[src/rtl/eth_tx_frame_stream_if.sv]
// eth_tx_frame_stream_if: payload byte handshake into the ETH transmit framer.
// The source (packet FIFO side) uses the master modport, the framer the slave modport.
interface eth_tx_frame_stream_if;
  logic       IN_VALID;
  logic [7:0] IN_DATA;
  logic       IN_LAST;
  logic       IN_READY;

  modport master (
    output IN_VALID,
    output IN_DATA,
    output IN_LAST,
    input  IN_READY
  );

  modport slave (
    input  IN_VALID,
    input  IN_DATA,
    input  IN_LAST,
    output IN_READY
  );
endinterface

[src/rtl/eth_tx_frame_stream.sv]
// eth_tx_frame_stream: transmit framer for the 10-bit {CKE, FRM, DAT} ETH stream.
// Wraps payload bytes with preamble/SFD, a fixed Ethernet header, optional
// minimum-length padding and the IEEE 802.3 FCS, then holds the inter-frame gap.
// One byte slot per cycle with TICK=1; output is registered.
// Optional feature macro: ETH_TX_PAD_EN (zero-pad short payloads to a 64-byte frame).
module eth_tx_frame_stream #(
  parameter logic [47:0] DST_MAC   = 48'h00_21_70_9D_2D_4D,
  parameter logic [47:0] SRC_MAC   = 48'h00_50_C2_AE_40_01,
  parameter logic [15:0] ETH_TYPE  = 16'h88B5,
  parameter int unsigned IFG_BYTES = 12
) (
  input  logic                        CLK,
  input  logic                        RST_N,
  input  logic                        TICK,
  eth_tx_frame_stream_if.slave        in_bus,
  output logic                        BUSY,
  output logic                        ERR,
  output logic [9:0]                  OUT_ETH_STREAM
);

  localparam logic [2:0] ST_IDLE = 3'd0;
  localparam logic [2:0] ST_PRE  = 3'd1;
  localparam logic [2:0] ST_HDR  = 3'd2;
  localparam logic [2:0] ST_PAY  = 3'd3;
`ifdef ETH_TX_PAD_EN
  localparam logic [2:0]  ST_PAD  = 3'd4;
  localparam logic [10:0] MIN_PAY = 11'd46;
`endif
  localparam logic [2:0] ST_FCS  = 3'd5;
  localparam logic [2:0] ST_IFG  = 3'd6;

  localparam logic [10:0]  MAX_PAY  = 11'd1500;
  localparam logic [15:0]  IFG_LAST = 16'(IFG_BYTES - 1);
  localparam logic [111:0] HDR_VEC  = {DST_MAC, SRC_MAC, ETH_TYPE};

  logic [2:0]  state_q, state_d;
  logic [15:0] cnt_q, cnt_d;
  logic [10:0] pay_cnt_q, pay_cnt_d;
  logic [31:0] crc_q, crc_d;
  logic        abort_q, abort_d;
  logic        busy_q, busy_d;
  logic        err_q, err_d;
  logic [9:0]  out_q, out_d;

  logic        tx_frm;
  logic [7:0]  tx_dat;
  logic [10:0] pay_next;
  logic [31:0] fcs_word;
  logic [7:0]  fcs_byte;
  logic [7:0]  hdr_rom [14];

  // Header bytes, most significant byte of DST_MAC first.
  for (genvar gi = 0; gi < 14; gi++) begin : g_hdr
    assign hdr_rom[gi] = HDR_VEC[111 - 8*gi -: 8];
  end

  // Reflected CRC-32 (0xEDB88320 is 0x04C11DB7 bit-reversed), one byte per call.
  function automatic logic [31:0] crc_byte(input logic [31:0] crc, input logic [7:0] d);
    logic [31:0] c;
    c = crc ^ {24'h0, d};
    for (int i = 0; i < 8; i++) begin
      c = c[0] ? ((c >> 1) ^ 32'hEDB88320) : (c >> 1);
    end
    return c;
  endfunction

  // Payload counter saturates so an oversize stream never wraps it.
  assign pay_next = (pay_cnt_q == MAX_PAY) ? MAX_PAY : pay_cnt_q + 11'd1;

  // Ready only on a payload slot; no byte is taken between ticks.
  assign in_bus.IN_READY = (state_q == ST_PAY) && TICK;

  // FCS byte select: complemented CRC sent LSB first; an aborted frame sends it inverted.
  always_comb begin
    fcs_word = abort_q ? crc_q : ~crc_q;
    case (cnt_q[1:0])
      2'd0:    fcs_byte = fcs_word[7:0];
      2'd1:    fcs_byte = fcs_word[15:8];
      2'd2:    fcs_byte = fcs_word[23:16];
      default: fcs_byte = fcs_word[31:24];
    endcase
  end

  // Frame sequencer: every decision and output byte happens on a TICK cycle only.
  always_comb begin
    state_d   = state_q;
    cnt_d     = cnt_q;
    pay_cnt_d = pay_cnt_q;
    crc_d     = crc_q;
    abort_d   = abort_q;
    busy_d    = busy_q;
    err_d     = 1'b0;
    tx_frm    = 1'b0;
    tx_dat    = 8'h00;
    out_d     = {1'b0, out_q[8:0]};
    if (TICK) begin
      tx_frm = 1'b1;
      case (state_q)
        ST_IDLE: begin
          tx_frm = 1'b0;
          if (in_bus.IN_VALID) begin
            // The start tick already carries preamble byte 0.
            tx_frm    = 1'b1;
            tx_dat    = 8'h55;
            state_d   = ST_PRE;
            cnt_d     = 16'd1;
            busy_d    = 1'b1;
            crc_d     = 32'hFFFF_FFFF;
            abort_d   = 1'b0;
            pay_cnt_d = 11'd0;
          end
        end
        ST_PRE: begin
          tx_dat = (cnt_q == 16'd7) ? 8'hD5 : 8'h55;
          if (cnt_q == 16'd7) begin
            state_d = ST_HDR;
            cnt_d   = 16'd0;
          end else begin
            cnt_d = cnt_q + 16'd1;
          end
        end
        ST_HDR: begin
          tx_dat = hdr_rom[cnt_q[3:0]];
          crc_d  = crc_byte(crc_q, tx_dat);
          if (cnt_q == 16'd13) begin
            state_d = ST_PAY;
            cnt_d   = 16'd0;
          end else begin
            cnt_d = cnt_q + 16'd1;
          end
        end
        ST_PAY: begin
          cnt_d = 16'd0;
          if (in_bus.IN_VALID) begin
            tx_dat    = in_bus.IN_DATA;
            crc_d     = crc_byte(crc_q, tx_dat);
            pay_cnt_d = pay_next;
            if (in_bus.IN_LAST || (pay_next == MAX_PAY)) begin
              state_d = ST_FCS;
              if (!in_bus.IN_LAST) begin
                err_d   = 1'b1;
                abort_d = 1'b1;
              end
`ifdef ETH_TX_PAD_EN
              if (pay_next < MIN_PAY) begin
                state_d = ST_PAD;
              end
`endif
            end
          end else begin
            // Underrun: the slot still goes out (as 0x00) and is covered by the CRC.
            tx_dat  = 8'h00;
            crc_d   = crc_byte(crc_q, 8'h00);
            err_d   = 1'b1;
            abort_d = 1'b1;
            state_d = ST_FCS;
          end
        end
`ifdef ETH_TX_PAD_EN
        ST_PAD: begin
          tx_dat    = 8'h00;
          crc_d     = crc_byte(crc_q, 8'h00);
          pay_cnt_d = pay_next;
          if (pay_next >= MIN_PAY) begin
            state_d = ST_FCS;
            cnt_d   = 16'd0;
          end
        end
`endif
        ST_FCS: begin
          tx_dat = fcs_byte;
          if (cnt_q == 16'd3) begin
            state_d = ST_IFG;
            cnt_d   = 16'd0;
          end else begin
            cnt_d = cnt_q + 16'd1;
          end
        end
        ST_IFG: begin
          tx_frm = 1'b0;
          if (cnt_q == IFG_LAST) begin
            state_d = ST_IDLE;
            cnt_d   = 16'd0;
            busy_d  = 1'b0;
          end else begin
            cnt_d = cnt_q + 16'd1;
          end
        end
        default: begin
          tx_frm  = 1'b0;
          state_d = ST_IDLE;
          cnt_d   = 16'd0;
          busy_d  = 1'b0;
        end
      endcase
      out_d = {1'b1, tx_frm, tx_dat};
    end
  end

  // State and output registers; reset clears everything immediately.
  always_ff @(posedge CLK or negedge RST_N) begin
    if (!RST_N) begin
      state_q   <= ST_IDLE;
      cnt_q     <= 16'd0;
      pay_cnt_q <= 11'd0;
      crc_q     <= 32'hFFFF_FFFF;
      abort_q   <= 1'b0;
      busy_q    <= 1'b0;
      err_q     <= 1'b0;
      out_q     <= 10'h000;
    end else begin
      state_q   <= state_d;
      cnt_q     <= cnt_d;
      pay_cnt_q <= pay_cnt_d;
      crc_q     <= crc_d;
      abort_q   <= abort_d;
      busy_q    <= busy_d;
      err_q     <= err_d;
      out_q     <= out_d;
    end
  end

  assign BUSY           = busy_q;
  assign ERR            = err_q;
  assign OUT_ETH_STREAM = out_q;

endmodule
[src/flat_wrapper.sv]
// flat-port wrapper written by rule: the top's interface ports become plain ports
module eth_tx_frame_stream_flat 
#(
  parameter logic [47:0] DST_MAC   = 48'h00_21_70_9D_2D_4D,
  parameter logic [47:0] SRC_MAC   = 48'h00_50_C2_AE_40_01,
  parameter logic [15:0] ETH_TYPE  = 16'h88B5,
  parameter int unsigned IFG_BYTES = 12
)
  (CLK, RST_N, TICK, BUSY, ERR, OUT_ETH_STREAM, in_bus_IN_VALID, in_bus_IN_DATA, in_bus_IN_LAST, in_bus_IN_READY);
  eth_tx_frame_stream_if in_bus_i ();
  input  logic CLK;
  input  logic RST_N;
  input  logic TICK;
  output logic BUSY;
  output logic ERR;
  output logic [9:0] OUT_ETH_STREAM;
  input wire logic [$bits(in_bus_i.IN_VALID)-1:0] in_bus_IN_VALID;
  input wire logic [$bits(in_bus_i.IN_DATA)-1:0] in_bus_IN_DATA;
  input wire logic [$bits(in_bus_i.IN_LAST)-1:0] in_bus_IN_LAST;
  output wire logic [$bits(in_bus_i.IN_READY)-1:0] in_bus_IN_READY;
  assign in_bus_i.IN_VALID = in_bus_IN_VALID;
  assign in_bus_i.IN_DATA = in_bus_IN_DATA;
  assign in_bus_i.IN_LAST = in_bus_IN_LAST;
  assign in_bus_IN_READY = in_bus_i.IN_READY;
  eth_tx_frame_stream #(.DST_MAC(DST_MAC), .SRC_MAC(SRC_MAC), .ETH_TYPE(ETH_TYPE), .IFG_BYTES(IFG_BYTES)) u_core (.CLK(CLK), .RST_N(RST_N), .TICK(TICK), .in_bus(in_bus_i), .BUSY(BUSY), .ERR(ERR), .OUT_ETH_STREAM(OUT_ETH_STREAM));
endmodule
[config.mk]
export PLATFORM = sky130hd
export DESIGN_NAME = eth_tx_frame_stream_flat
export DESIGN_NICKNAME = d
export VERILOG_FILES = /design/src/rtl/eth_tx_frame_stream_if.sv /design/src/rtl/eth_tx_frame_stream.sv /design/src/flat_wrapper.sv
export SDC_FILE = /design/constraint.sdc
export NUM_CORES = 1
export LEC_CHECK = 0
export ABC_CLOCK_PERIOD_IN_PS = 6900
export BUFFER_PORTS_ARGS = -buffer_cell sky130_fd_sc_hd__buf_2
export CAP_MARGIN = 10
export CORE_MARGIN = 8
export CORE_UTILIZATION = 60
export DETAILED_ROUTE_END_ITERATION = 10
export HOLD_SLACK_MARGIN = 0.02
export PLACE_DENSITY = 0.78
export SLEW_MARGIN = 20
export SYNTH_ARGS = -nofsm -noshare
export SYNTH_HDL_FRONTEND = slang
export SYNTH_SLANG_ARGS = --single-unit
[constraint.sdc]
create_clock -name CLK -period 6.9 [get_ports CLK]
set_clock_uncertainty 0.05 [all_clocks]
set_input_delay 1.38 -clock CLK [delete_from_list [all_inputs] [get_ports CLK]]
set_output_delay 1.38 -clock CLK [all_outputs]
set_load 0.005 [all_outputs]
==> out/metrics.yaml <==
cts_hold_buf: 0
r2r_slack_ps: 3180
die_w_um: 124.8
clock_path_buffers: 2
cts_sinks: 75
start_util_pct: 61.96
dp_cells: 903
drt_iter0_markers: 681
yosysWarnings: 0
synthesis.area_um2: 7106
route.detailed.drc: 0
drv_slew: 0
crit_chain: "nand2_1 > nor2_1 > nand2_1 > inv_1 > buf_2"
cts_tree: "yes"
antenna_found_initial: 0
status: "finished, final reports clean"
final_antenna_net_count: 0
r2r-start: "u_core.cnt_q[0]"
hp-class: "reg -> reg"
core_um2: 11470
cp_max_fo: 18
finalNetCount: 792
setup_viol: 0
min_period_over_period_pct: 58.17
syn_nets: 811
synthCells: 790
dpl.hpwl_mm: 14.34
track_usage_pct: 25.88
setup_ws_ps: 2887
drive_gt1_share_pct: 13.92
io_pins: 26
fin_setup_tns_ps: 0
die_h_um: 124.8
min_to: "u_core.OUT_ETH_STREAM[8]"
end_kind: "primary output"
path_buf_inv: 2
async_reset_ff_share_pct: 100.0
hold_ws_ps: 439.5
first_global_vias: 5827
worst_slew_pin_slew_ps: 1155
layout_min_cycle_time_ps: 4013
ys_ff_latch: 75
dp_slack_ps: 2951
overflow: 0
wire_per_inst_um: 22.08
path_clk_slew_ps: 60
critPathKind: "reg -> out"
grt_pass1_wl_mm: 32.11
fin_cells: 919
synth_area_leader_cell: "xnor2_1"
worst_path_max_delay_cell: "nor2_1"
wl_mm: 20.29
syn_to_final_growth_pct: 4.508
ff2ff_path_depth: 9
postCtsSetupBuffers: 0
insertion_delay_ps: 360
cap_violations: 0
max_slew_margin_pct: 22.74
clockRootBuffer: "clkbuf_16"
drt-pass1-iter-count: 6
synthFlopType: "dfrtp_1"
gp_congestion: 0.9496
numPortBuffers: 25
cpPeakStageDelay_ps: 770
timing.fmax_ghz: 0.2492
worstPathArrival_ps: 2580
cts_made_buffers: 9
synth_top_area_share_pct: 18.00
hold_violations: 0
synth_seq_area_share_pct: 26.98
path_delay_family: "simple AND/OR/NAND/NOR gates"
insertedDiodeCount: 0
grt_start_max_net_pins: 76
startpoint_type: "flop"
rsz0062_at_grt: "no"
min-delay-start: "u_core.OUT_ETH_STREAM[8]"
cts.repair.resized: 0
regToRegEndpoint: "u_core.crc_q[25]"
vias_per_cell: 6.498
h-tree-depth: 3
synth_edf_count: 0
cp_common_cell: "nand2_1"
synth_cell_types: 71
ys_top_cells_by_area: "xnor2_1, dfrtp_1, dfstp_2"
required_ps: 5470
vias: 5972
avgSynthCellArea_um2: 8.994
hold_depth: 1
die_area_um2: 15580
rows: 39
-- cells in the mapped netlist, types with 5 or more instances --
cell type / n
o211ai_1: 6
nor4_1: 7
a221oi_1: 5
mux2i_1: 6
dfstp_2: 32
a211oi_1: 8
o21a_1: 10
inv_1: 17
xnor3_1: 11
a222oi_1: 10
dfrtp_1: 43
nor2_1: 83
nor2b_1: 6
nor3_1: 8
nand2_1: 62
xor2_1: 52
nand4_1: 8
o221ai_1: 14
o21ai_0: 44
a21oi_1: 43
buf_2: 7
ha_1: 8
xnor2_1: 146
xnor3_2: 6
or3_1: 5
nand3_1: 13
clkbuf_1: 38
-- layer usage --
layer | global-route usage, % | routed length (um)
met1 | 32.23 | 8210
met2 | 40.08 | 9277
met3 | 6.851 | 1819
met4 | 14.08 | 982
met5 | 0 | 0
-- layout by cell type, fill, tap and decap left out, drive strengths merged, types with 13 or more instances in the layout --
master  synthesis  final
xnor2         152    152
nor2           83     83
nand2          62     62
xor2           55     55
o21ai          45     45
a21oi          44     44
dfrtp          43     43
dfstp          32     32
buf            17     30
inv            17     19
xnor3          17     17
o221ai         14     14
nand3          13     13
-- layout make-up --
class / count / area, um^2
Multi-Input combinational cell: 637 / 4811
Fill cell: 948 / 4041
Clock buffer: 10 / 239.0
Timing Repair Buffer: 30 / 165.2
Tap cell: 143 / 178.9
Sequential cell: 75 / 1917
Inverter: 18 / 67.56
Clock inverter: 6 / 47.55
-- flip-flops by register name, summed over array words and instances (netlist names) --
name                   count
u_core.OUT_ETH_STREAM     10
u_core.ERR                 1
u_core.state_q             3
u_core.cnt_q              16
u_core.crc_q              32
u_core.BUSY                1
u_core.pay_cnt_q          11
u_core.abort_q             1
-- logic make-up after synthesis --
logic type	synth area share, %
AND/OR/NAND/NOR	13.51
adder cells (fa/ha/maj)	1.409
multiplexers	2.271
AO/OA/AOI/OAI	16.99
flip-flops	26.98
buffers and inverters	5.405
XOR/XNOR	33.44
-- worst max path at each step --
stage | from | to | slack [ps] | cells past startpoint
2_1_floorplan | in_bus_IN_DATA[5] | u_core.crc_q[19] | 3560 | 8
3_3_place_gp | in_bus_IN_VALID | u_core.crc_q[19] | 3050 | 6
3_5_place_dp | in_bus_IN_VALID | u_core.crc_q[19] | 2950 | 6
4_1_cts | u_core.state_q[1] | in_bus_IN_READY | 2950 | 5
5_1_grt | u_core.state_q[1] | in_bus_IN_READY | 2710 | 5
6_report | u_core.state_q[1] | in_bus_IN_READY | 2890 | 5
-- through the flow --
stage | cell area (um^2) | utilization [%]
after floorplan | 7106 | -
after global placement | 7139 | 62.26
after detailed placement | 7139 | 62.26
after CTS | 7426 | 64.76
after global routing | 7426 | 64.76
final | 7426 | 64.76
Power is left out: the tool's default activity adds up to more than one toggle a clock period on the data nets, which glitch-free logic cannot reach.
